===== src/rtl/csr_pkg.sv =====
// Shared definitions for the machine-mode CSR file and trap sequencer:
// CSR addresses, Zicsr funct3 encodings, trap cause codes, mstatus bit
// positions and the sequencer state type.
package csr_pkg;

    // CSR addresses
    localparam logic [11:0] CSR_MSTATUS = 12'h300;
    localparam logic [11:0] CSR_MTVEC   = 12'h305;
    localparam logic [11:0] CSR_MEPC    = 12'h341;
    localparam logic [11:0] CSR_MCAUSE  = 12'h342;
    localparam logic [11:0] CSR_MCYCLE  = 12'hB00;
    localparam logic [11:0] CSR_MCYCLEH = 12'hB80;
    localparam logic [11:0] CSR_CYCLE   = 12'hC00;
    localparam logic [11:0] CSR_CYCLEH  = 12'hC80;

    // Zicsr funct3 encodings
    localparam logic [2:0] F3_CSRRW  = 3'b001;
    localparam logic [2:0] F3_CSRRS  = 3'b010;
    localparam logic [2:0] F3_CSRRC  = 3'b011;
    localparam logic [2:0] F3_CSRRWI = 3'b101;
    localparam logic [2:0] F3_CSRRSI = 3'b110;
    localparam logic [2:0] F3_CSRRCI = 3'b111;

    // mcause values
    localparam logic [31:0] CAUSE_ECALL_M = 32'd11;
    localparam logic [31:0] CAUSE_ILLEGAL = 32'd2;

    // mstatus bit indices (the only stored bits)
    localparam int MSTATUS_MIE  = 3;
    localparam int MSTATUS_MPIE = 7;

    // Trap sequencer states
    typedef enum logic [1:0] {
        ST_IDLE = 2'd0,
        ST_TRAP = 2'd1,
        ST_RET  = 2'd2
    } state_e;

endpackage


===== src/rtl/csr_trap_unit_alu.sv =====
// Combinational read-modify-write unit shared by every CSR. Produces the
// value to store and whether a store happens at all (set/clear forms with a
// zero rs1/zimm field are pure reads).
module csr_alu
    import csr_pkg::*;
#(
    parameter int XLEN = 32
) (
    input  logic [XLEN-1:0] old_val,
    input  logic [XLEN-1:0] src,
    input  logic [2:0]      funct3,
    input  logic [4:0]      rs1_field,
    output logic [XLEN-1:0] new_val,
    output logic            we
);

    // Select the update rule from funct3; reserved encodings never write.
    always_comb begin
        // NOTE: every output gets a default first so no path leaves it unassigned (no latch).
        new_val = old_val;
        we      = 1'b0;
        unique case (funct3)
            F3_CSRRW, F3_CSRRWI: begin
                new_val = src;
                we      = 1'b1;
            end
            F3_CSRRS, F3_CSRRSI: begin
                new_val = old_val | src;
                we      = (rs1_field != 5'd0);
            end
            F3_CSRRC, F3_CSRRCI: begin
                new_val = old_val & ~src;
                we      = (rs1_field != 5'd0);
            end
            default: ;
        endcase
    end

endmodule


===== src/rtl/csr_trap_unit.sv =====
// Machine-mode CSR file and trap sequencer for the scpu writeback stage.
// Handles Zicsr reads/writes, ecall/illegal-instruction trap entry and mret
// with a one-cycle redirect to mepc.
// Optional macro CSR_MCYCLE_EN adds the 64-bit mcycle/cycle counter.
module csr_trap_unit
    import csr_pkg::*;
#(
    parameter int              XLEN        = 32,
    parameter logic [XLEN-1:0] MTVEC_RESET = 32'h0000_0000
) (
    input  logic            clk,
    input  logic            rst,
    input  logic            csr_valid,
    input  logic [31:0]     csr_inst,
    input  logic [XLEN-1:0] rs1_data,
    output logic [XLEN-1:0] csr_rdata,
    input  logic            trap_req,
    input  logic            trap_is_ecall,
    input  logic [XLEN-1:0] trap_pc,
    input  logic            mret_req,
    output logic [XLEN-1:0] mtvec_data,
    output logic [XLEN-1:0] mepc_data,
    output logic            set_pc_to_mepc,
    output logic            busy
);

    state_e          state_q, state_d;
    logic            mie_q, mie_d;
    logic            mpie_q, mpie_d;
    logic [XLEN-1:0] mtvec_q, mtvec_d;
    logic [XLEN-1:0] mepc_q, mepc_d;
    logic [XLEN-1:0] mcause_q, mcause_d;
`ifdef CSR_MCYCLE_EN
    logic [2*XLEN-1:0] mcycle_q, mcycle_d;
    logic [2*XLEN-1:0] mcycle_inc;
`endif

    logic [11:0]     csr_addr;
    logic [2:0]      funct3;
    logic [4:0]      rs1_field;
    logic [XLEN-1:0] csr_src;
    logic [XLEN-1:0] csr_old;
    logic [XLEN-1:0] mstatus_val;
    logic [XLEN-1:0] alu_new;
    logic            alu_we;
    logic            unused_inst_bits;

    assign csr_addr         = csr_inst[31:20];
    assign rs1_field        = csr_inst[19:15];
    assign funct3           = csr_inst[14:12];
    assign unused_inst_bits = ^csr_inst[11:0];
    assign csr_src          = funct3[2] ? {{(XLEN-5){1'b0}}, rs1_field} : rs1_data;

    // Assemble mstatus from its two stored bits; everything else reads zero.
    always_comb begin
        mstatus_val               = '0;
        mstatus_val[MSTATUS_MIE]  = mie_q;
        mstatus_val[MSTATUS_MPIE] = mpie_q;
    end

    // Read mux: always the value held before any write at the coming edge.
    always_comb begin
        csr_old = '0;
        case (csr_addr)
            CSR_MSTATUS: csr_old = mstatus_val;
            CSR_MTVEC:   csr_old = mtvec_q;
            CSR_MEPC:    csr_old = mepc_q;
            CSR_MCAUSE:  csr_old = mcause_q;
`ifdef CSR_MCYCLE_EN
            CSR_MCYCLE, CSR_CYCLE:   csr_old = mcycle_q[XLEN-1:0];
            CSR_MCYCLEH, CSR_CYCLEH: csr_old = mcycle_q[2*XLEN-1:XLEN];
`endif
            default:     csr_old = '0;
        endcase
    end

    assign csr_rdata = csr_old;

    csr_alu #(.XLEN(XLEN)) u_alu (
        .old_val   (csr_old),
        .src       (csr_src),
        .funct3    (funct3),
        .rs1_field (rs1_field),
        .new_val   (alu_new),
        .we        (alu_we)
    );

`ifdef CSR_MCYCLE_EN
    assign mcycle_inc = mcycle_q + 1'b1;
`endif

    // Next-state and register-update logic: trap beats mret beats CSR write,
    // and nothing is accepted outside IDLE.
    always_comb begin
        state_d  = state_q;
        mie_d    = mie_q;
        mpie_d   = mpie_q;
        mtvec_d  = mtvec_q;
        mepc_d   = mepc_q;
        mcause_d = mcause_q;
`ifdef CSR_MCYCLE_EN
        mcycle_d = mcycle_inc;
`endif
        unique case (state_q)
            ST_IDLE: begin
                if (trap_req) begin
                    state_d  = ST_TRAP;
                    mepc_d   = {trap_pc[XLEN-1:2], 2'b00};
                    mcause_d = trap_is_ecall ? CAUSE_ECALL_M : CAUSE_ILLEGAL;
                    mpie_d   = mie_q;
                    mie_d    = 1'b0;
                end else if (mret_req) begin
                    state_d  = ST_RET;
                    mie_d    = mpie_q;
                    mpie_d   = 1'b1;
                end else if (csr_valid && alu_we) begin
                    case (csr_addr)
                        CSR_MSTATUS: begin
                            mie_d  = alu_new[MSTATUS_MIE];
                            mpie_d = alu_new[MSTATUS_MPIE];
                        end
                        CSR_MTVEC:   mtvec_d  = {alu_new[XLEN-1:2], 2'b00};
                        CSR_MEPC:    mepc_d   = {alu_new[XLEN-1:2], 2'b00};
                        CSR_MCAUSE:  mcause_d = alu_new;
`ifdef CSR_MCYCLE_EN
                        // Low-half write suppresses the carry; high-half write
                        // still lets the low half count.
                        CSR_MCYCLE:  mcycle_d = {mcycle_q[2*XLEN-1:XLEN], alu_new};
                        CSR_MCYCLEH: mcycle_d = {alu_new, mcycle_inc[XLEN-1:0]};
`endif
                        default: ;
                    endcase
                end
            end
            ST_TRAP: state_d = ST_IDLE;
            ST_RET:  state_d = ST_IDLE;
            default: state_d = ST_IDLE;
        endcase
    end

    // State registers with synchronous reset.
    always_ff @(posedge clk) begin
        // NOTE: non-blocking assignments so every flop samples pre-edge values.
        if (rst) begin
            state_q  <= ST_IDLE;
            mie_q    <= 1'b0;
            mpie_q   <= 1'b0;
            mtvec_q  <= MTVEC_RESET;
            mepc_q   <= '0;
            mcause_q <= '0;
`ifdef CSR_MCYCLE_EN
            mcycle_q <= '0;
`endif
        end else begin
            state_q  <= state_d;
            mie_q    <= mie_d;
            mpie_q   <= mpie_d;
            mtvec_q  <= mtvec_d;
            mepc_q   <= mepc_d;
            mcause_q <= mcause_d;
`ifdef CSR_MCYCLE_EN
            mcycle_q <= mcycle_d;
`endif
        end
    end

    assign mtvec_data     = mtvec_q;
    assign mepc_data      = mepc_q;
    assign busy           = (state_q != ST_IDLE);
    // A reset landing in the RET cycle cancels the redirect.
    assign set_pc_to_mepc = (state_q == ST_RET) && !rst;

endmodule


===== config.mk =====
export PLATFORM = sky130hd
export DESIGN_NAME = csr_trap_unit
export DESIGN_NICKNAME = d
export VERILOG_FILES = /design/src/rtl/csr_pkg.sv /design/src/rtl/csr_trap_unit_alu.sv /design/src/rtl/csr_trap_unit.sv
export SDC_FILE = /design/constraint.sdc
export NUM_CORES = 1
export LEC_CHECK = 0
export CORE_UTILIZATION = 45
export DETAILED_ROUTE_END_ITERATION = 10
export PLACE_DENSITY = 0.8
export SLEW_MARGIN = 30
export SYNTH_ARGS = -nofsm -noshare
export SYNTH_HDL_FRONTEND = slang
export SYNTH_SLANG_ARGS = --single-unit

===== constraint.sdc =====
create_clock -name clk -period 3 [get_ports clk]
set_clock_uncertainty 0.1 [all_clocks]
set_input_delay 0.3 -clock clk [delete_from_list [all_inputs] [get_ports clk]]
set_output_delay 0.3 -clock clk [all_outputs]
set_load 0.05 [all_outputs]

==> impl_metrics.sql <==
INSERT INTO impl_metrics (metric_group, metric, value, unit) VALUES
('clock_network', 'cts.repair_timing.setup_buffer_count', '0', ''),
('sta', 'transition_time_of_the_tightest_slew_check_pin', '0.757', 'ns'),
('die', 'fp.dieH', '118', 'µm'),
('sta', 'slew-limit-headroom', '0.493', ''),
('critical_path', 'cp_data_arrival_time', '2.51', 'ns'),
('detailed_routing', 'detail_route.wl_per_cell', '20.7', 'µm'),
('detailed_routing', 'post-route-drc-count', '0', ''),
('yosys', 'ys_seq_elements', '96', ''),
('power', 'power', '3.26', 'mW'),
('die', 'io_count', '200', ''),
('final_layout', 'leading_cell_type_in_the_layout_fill_and_taps_excluded', 'sky130_fd_sc_hd__clkdlybuf4s50_1', ''),
('sta', 'clock.fmax', '344', 'MHz'),
('critical_path', 'endpoint_type_of_the_worst_setup_path', 'primary output', ''),
('yosys', 'avgSynthCellArea', '7.89', 'µm²'),
('status', 'run_status', 'completed', ''),
('min_path', 'hold_path_class', 'input port to flop', ''),
('sta', 'finalSetupViolations', '0', ''),
('yosys', 'yosysSeqAreaShare', '0.320', ''),
('critical_path', 'crit_fanout', '9', ''),
('placement', 'place_congestion', '0.923', ''),
('yosys', 'async_reset_ff_frac', '0', ''),
('global_routing', 'grt_start_max_net_pins', '41', ''),
('power', 'peakVddDrop', '0.000322', 'V'),
('final_layout', 'most-common-layout-cells', 'sky130_fd_sc_hd__clkdlybuf4s50_1, sky130_fd_sc_hd__dfxtp_1, sky130_fd_sc_hd__nand3_1, sky130_fd_sc_hd__nand2_1, sky130_fd_sc_hd__buf_4', ''),
('clock_network', 'clock_tree.root_cell', 'sky130_fd_sc_hd__clkbuf_16', ''),
('final_layout', 'areaGrowthSynthToFinish', '48.4', '%'),
('sta', 'setup_repair_after_global_routing_missed_its_margin', 'no', ''),
('yosys', 'post_synth_num_cell_types', '58', ''),
('yosys', 'dominantRegCellSynth', 'sky130_fd_sc_hd__dfxtp_1', ''),
('global_routing', 'grt_overflow', '0', ''),
('detailed_routing', 'drt-vias-per-instance', '6.38', ''),
('yosys', 'synth_edf_count', '0', ''),
('die', 'die_width', '118', 'µm'),
('global_routing', 'grt.total_usage', '0.326', ''),
('placement', 'dpl.hpwl', '15500', 'µm'),
('clock_network', 'postCtsHoldBufs', '0', ''),
('yosys', 'synth.yosys.warnings', '0', ''),
('critical_path', 'critical_path_required', '2.60', 'ns'),
('sta', 'min_period_over_period', '0.968', ''),
('final_layout', 'fraction_of_layout_cells_with_a_size_suffix_above_1', '0.128', ''),
('sta', 'fin_tns_setup', '0', 'ns'),
('global_routing', 'first_pass_grt_wire_length', '36000', 'µm'),
('die', 'floorplan.die_area', '13800', 'µm²'),
('placement', 'cell_total_after_placement', '1098', ''),
('power', 'leak_pwr', '3.24', 'nW'),
('clock_network', 'ctsResizeCount', '0', ''),
('final_layout', 'antenna_cells_inserted', '0', ''),
('clock_network', 'worstSkewPairLatency', '0.35', 'ns'),
('clock_network', 'tritoncts_num_sinks', '96', ''),
('die', 'start_util', '0.469', ''),
('detailed_routing', 'drt.antenna.violating_nets', '0', ''),
('yosys', 'cell_count_after_synthesis', '762', ''),
('die', 'coreArea', '12800', 'µm²'),
('final_layout', 'nets', '1039', ''),
('final_layout', 'stdcell_area', '8920', 'µm²'),
('run', 'max_cap_violations', '0', ''),
('detailed_routing', 'finalWirelength', '23100', 'µm'),
('clock_network', 'tritoncts', 'done', ''),
('yosys', 'synthesis.area', '6010', 'µm²'),
('power', 'switching_power', '0.966', 'mW'),
('clock_network', 'path_clk_slew', '0.06', 'ns'),
('global_routing', 'grt_pass1_vias', '6732', ''),
('global_routing', 'grt_antenna_before_repair', '0', ''),
('placement', 'port-buffer-count', '181', ''),
('critical_path', 'startpoint_type', 'input port', ''),
('final_layout', 'final_cell_count_no_fill', '1114', ''),
('detailed_routing', 'first_pass_iteration_count_of_the_detailed_router', '6', ''),
('clock_network', 'cts.htree.levels', '3', ''),
('power', 'power_per_cell_area', '365', 'nW/µm²'),
('power', 'cellInternalPower', '2.29', 'mW'),
('power', 'seq_power_share', '0.406', ''),
('critical_path', 'path_class', 'input port to primary output', ''),
('power', 'combPwrFrac', '0.218', ''),
('clock_network', 'numCtsBuffers', '9', ''),
('detailed_routing', 'drt_iter0_drc', '953', ''),
('power', 'pwr-share-clk', '0.376', ''),
('power', 'sw_frac_of_total', '0.297', ''),
('sta', 'timing_hold_violations_final', '0', ''),
('clock_network', 'clock_tree.buffer_depth', '2', ''),
('die', 'num_rows', '41', ''),
('placement', 'placedInstanceArea', '8600', 'µm²'),
('sta', 'timing_max_transition_violations_final', '0', ''),
('detailed_routing', 'dr_total_vias', '7104', ''),
('sta', 'layout_min_cycle_time', '2.91', 'ns');
[path summary, 6_finish.rpt]
check	from	end	slack [ns]	cells after the start
worst max-delay path	csr_inst[20]	csr_rdata[2]	0.09	6
worst min-delay path	trap_req	mcause_q[3]	0.27	3
worst max register to register	state_q[1]	mtvec_data[4]	0.74	6
worst min register to register	mcause_q[5]	mcause_q[5]	0.36	1
[sequential cells by signal, indices dropped and copies added, names as in the netlist]
| signal | count |
|---|---|
| mie_q | 1 |
| state_q | 2 |
| mepc_data | 30 |
| mpie_q | 1 |
| mcause_q | 32 |
| mtvec_data | 30 |
[cells in the mapped netlist, types with 2 or more instances]
library cell                instances  area (µm²)
sky130_fd_sc_hd__nand2_1           63         236
sky130_fd_sc_hd__nand3b_1           7        52.6
sky130_fd_sc_hd__a21boi_0           7        52.6
sky130_fd_sc_hd__a21oi_1           35         175
sky130_fd_sc_hd__inv_1             10        37.5
sky130_fd_sc_hd__a31oi_1           24         150
sky130_fd_sc_hd__nor3b_1            5        37.5
sky130_fd_sc_hd__a311oi_1           2        17.5
sky130_fd_sc_hd__nor2_1            22        82.6
sky130_fd_sc_hd__and2_1            28         175
sky130_fd_sc_hd__buf_1              6        22.5
sky130_fd_sc_hd__nor3_1             4        20.0
sky130_fd_sc_hd__dfxtp_1           96        1920
sky130_fd_sc_hd__o211ai_1           6        45.0
sky130_fd_sc_hd__o221ai_1           2        17.5
sky130_fd_sc_hd__xor2_1             4        35.0
sky130_fd_sc_hd__a211oi_1           5        37.5
sky130_fd_sc_hd__o21ai_0           35         175
sky130_fd_sc_hd__o2bb2ai_1          8        70.1
sky130_fd_sc_hd__xnor2_1           21         184
sky130_fd_sc_hd__or3_1             20         125
sky130_fd_sc_hd__o21ai_1            2        10.0
sky130_fd_sc_hd__a41oi_1            2        17.5
sky130_fd_sc_hd__buf_4              4        30.0
sky130_fd_sc_hd__a211oi_2           2        25.0
sky130_fd_sc_hd__a32oi_1            2        17.5
sky130_fd_sc_hd__a22o_1            21         184
sky130_fd_sc_hd__clkbuf_1          40         150
sky130_fd_sc_hd__buf_2             25         125
sky130_fd_sc_hd__a2111o_1           6        67.6
sky130_fd_sc_hd__and3_1            38         238
sky130_fd_sc_hd__nand2b_1          14        87.6
sky130_fd_sc_hd__nor4_1             3        18.8
sky130_fd_sc_hd__and3b_1            2        17.5
sky130_fd_sc_hd__a32o_1            20         200
sky130_fd_sc_hd__nor2b_1           23         144
sky130_fd_sc_hd__nand3_1           71         355
sky130_fd_sc_hd__o22ai_1           28         175
sky130_fd_sc_hd__nand4_1            3        18.8
sky130_fd_sc_hd__a221o_1           21         210
sky130_fd_sc_hd__or4_1              4        30.0
sky130_fd_sc_hd__mux2i_1            5        50.1
[power groups by stage]
stage               combinational [mW]  sequential [mW]  clock [mW]
floorplan                        0.324             1.41           0
global placement                 0.679             1.35           0
detailed placement               0.692             1.35           0
CTS                              0.695             1.32        1.22
global route                     0.744             1.32        1.27
finish                           0.710             1.32        1.22
[through the flow]
stage | hold WS, ns | worst slack [ns] | utilization
after global placement | 0.339 | 0.0191 | 0.670
after floorplan | 0.324 | 0.227 | -
after global routing | 0.303 | 0.0148 | 0.696
after detailed placement | 0.341 | 0.146 | 0.671
after CTS | 0.259 | 0.145 | 0.695
final | 0.266 | 0.0948 | 0.696
[critical path, cell delays in order]
cell,delay (ns)
sky130_fd_sc_hd__clkdlybuf4s50_1,0.67
sky130_fd_sc_hd__nor2b_2,0.52
sky130_fd_sc_hd__and2_1,0.44
sky130_fd_sc_hd__a221o_1,0.24
sky130_fd_sc_hd__and2_1,0.18
sky130_fd_sc_hd__buf_12,0.15
[logic make-up (layout without fill, tap and decap cells)]
kind of cell,Yosys count,in the layout,synth area share
other,1,4,0.000624
AO/OA/AOI/OAI,237,237,0.290
multiplexers,5,5,0.00832
XOR/XNOR,25,25,0.0364
flip-flops,96,96,0.320
buffers and inverters,85,262,0.0608
AND/OR/NAND/NOR,313,313,0.284
[routing by layer]
metal | vias up | GRT usage | share of wire
met5 | - | 0 | 0
met4 | 0 | 0.168 | 0.042
met3 | 76 | 0.0397 | 0.094
met2 | 473 | 0.538 | 0.47
met1 | 3326 | 0.418 | 0.39
li1 | 3229 | - | -
[cell type report]
class | instances | area [µm²]
Sequential cell | 96 | 1920
Inverter | 10 | 37.5
Multi-Input combinational cell | 584 | 3820
Tap cell | 172 | 215
Fill cell | 1025 | 3900
Timing Repair Buffer | 236 | 2620
Clock inverter | 4 | 51.3
Clock buffer | 12 | 256
Note: power is estimated with default switching activity, not from simulation.
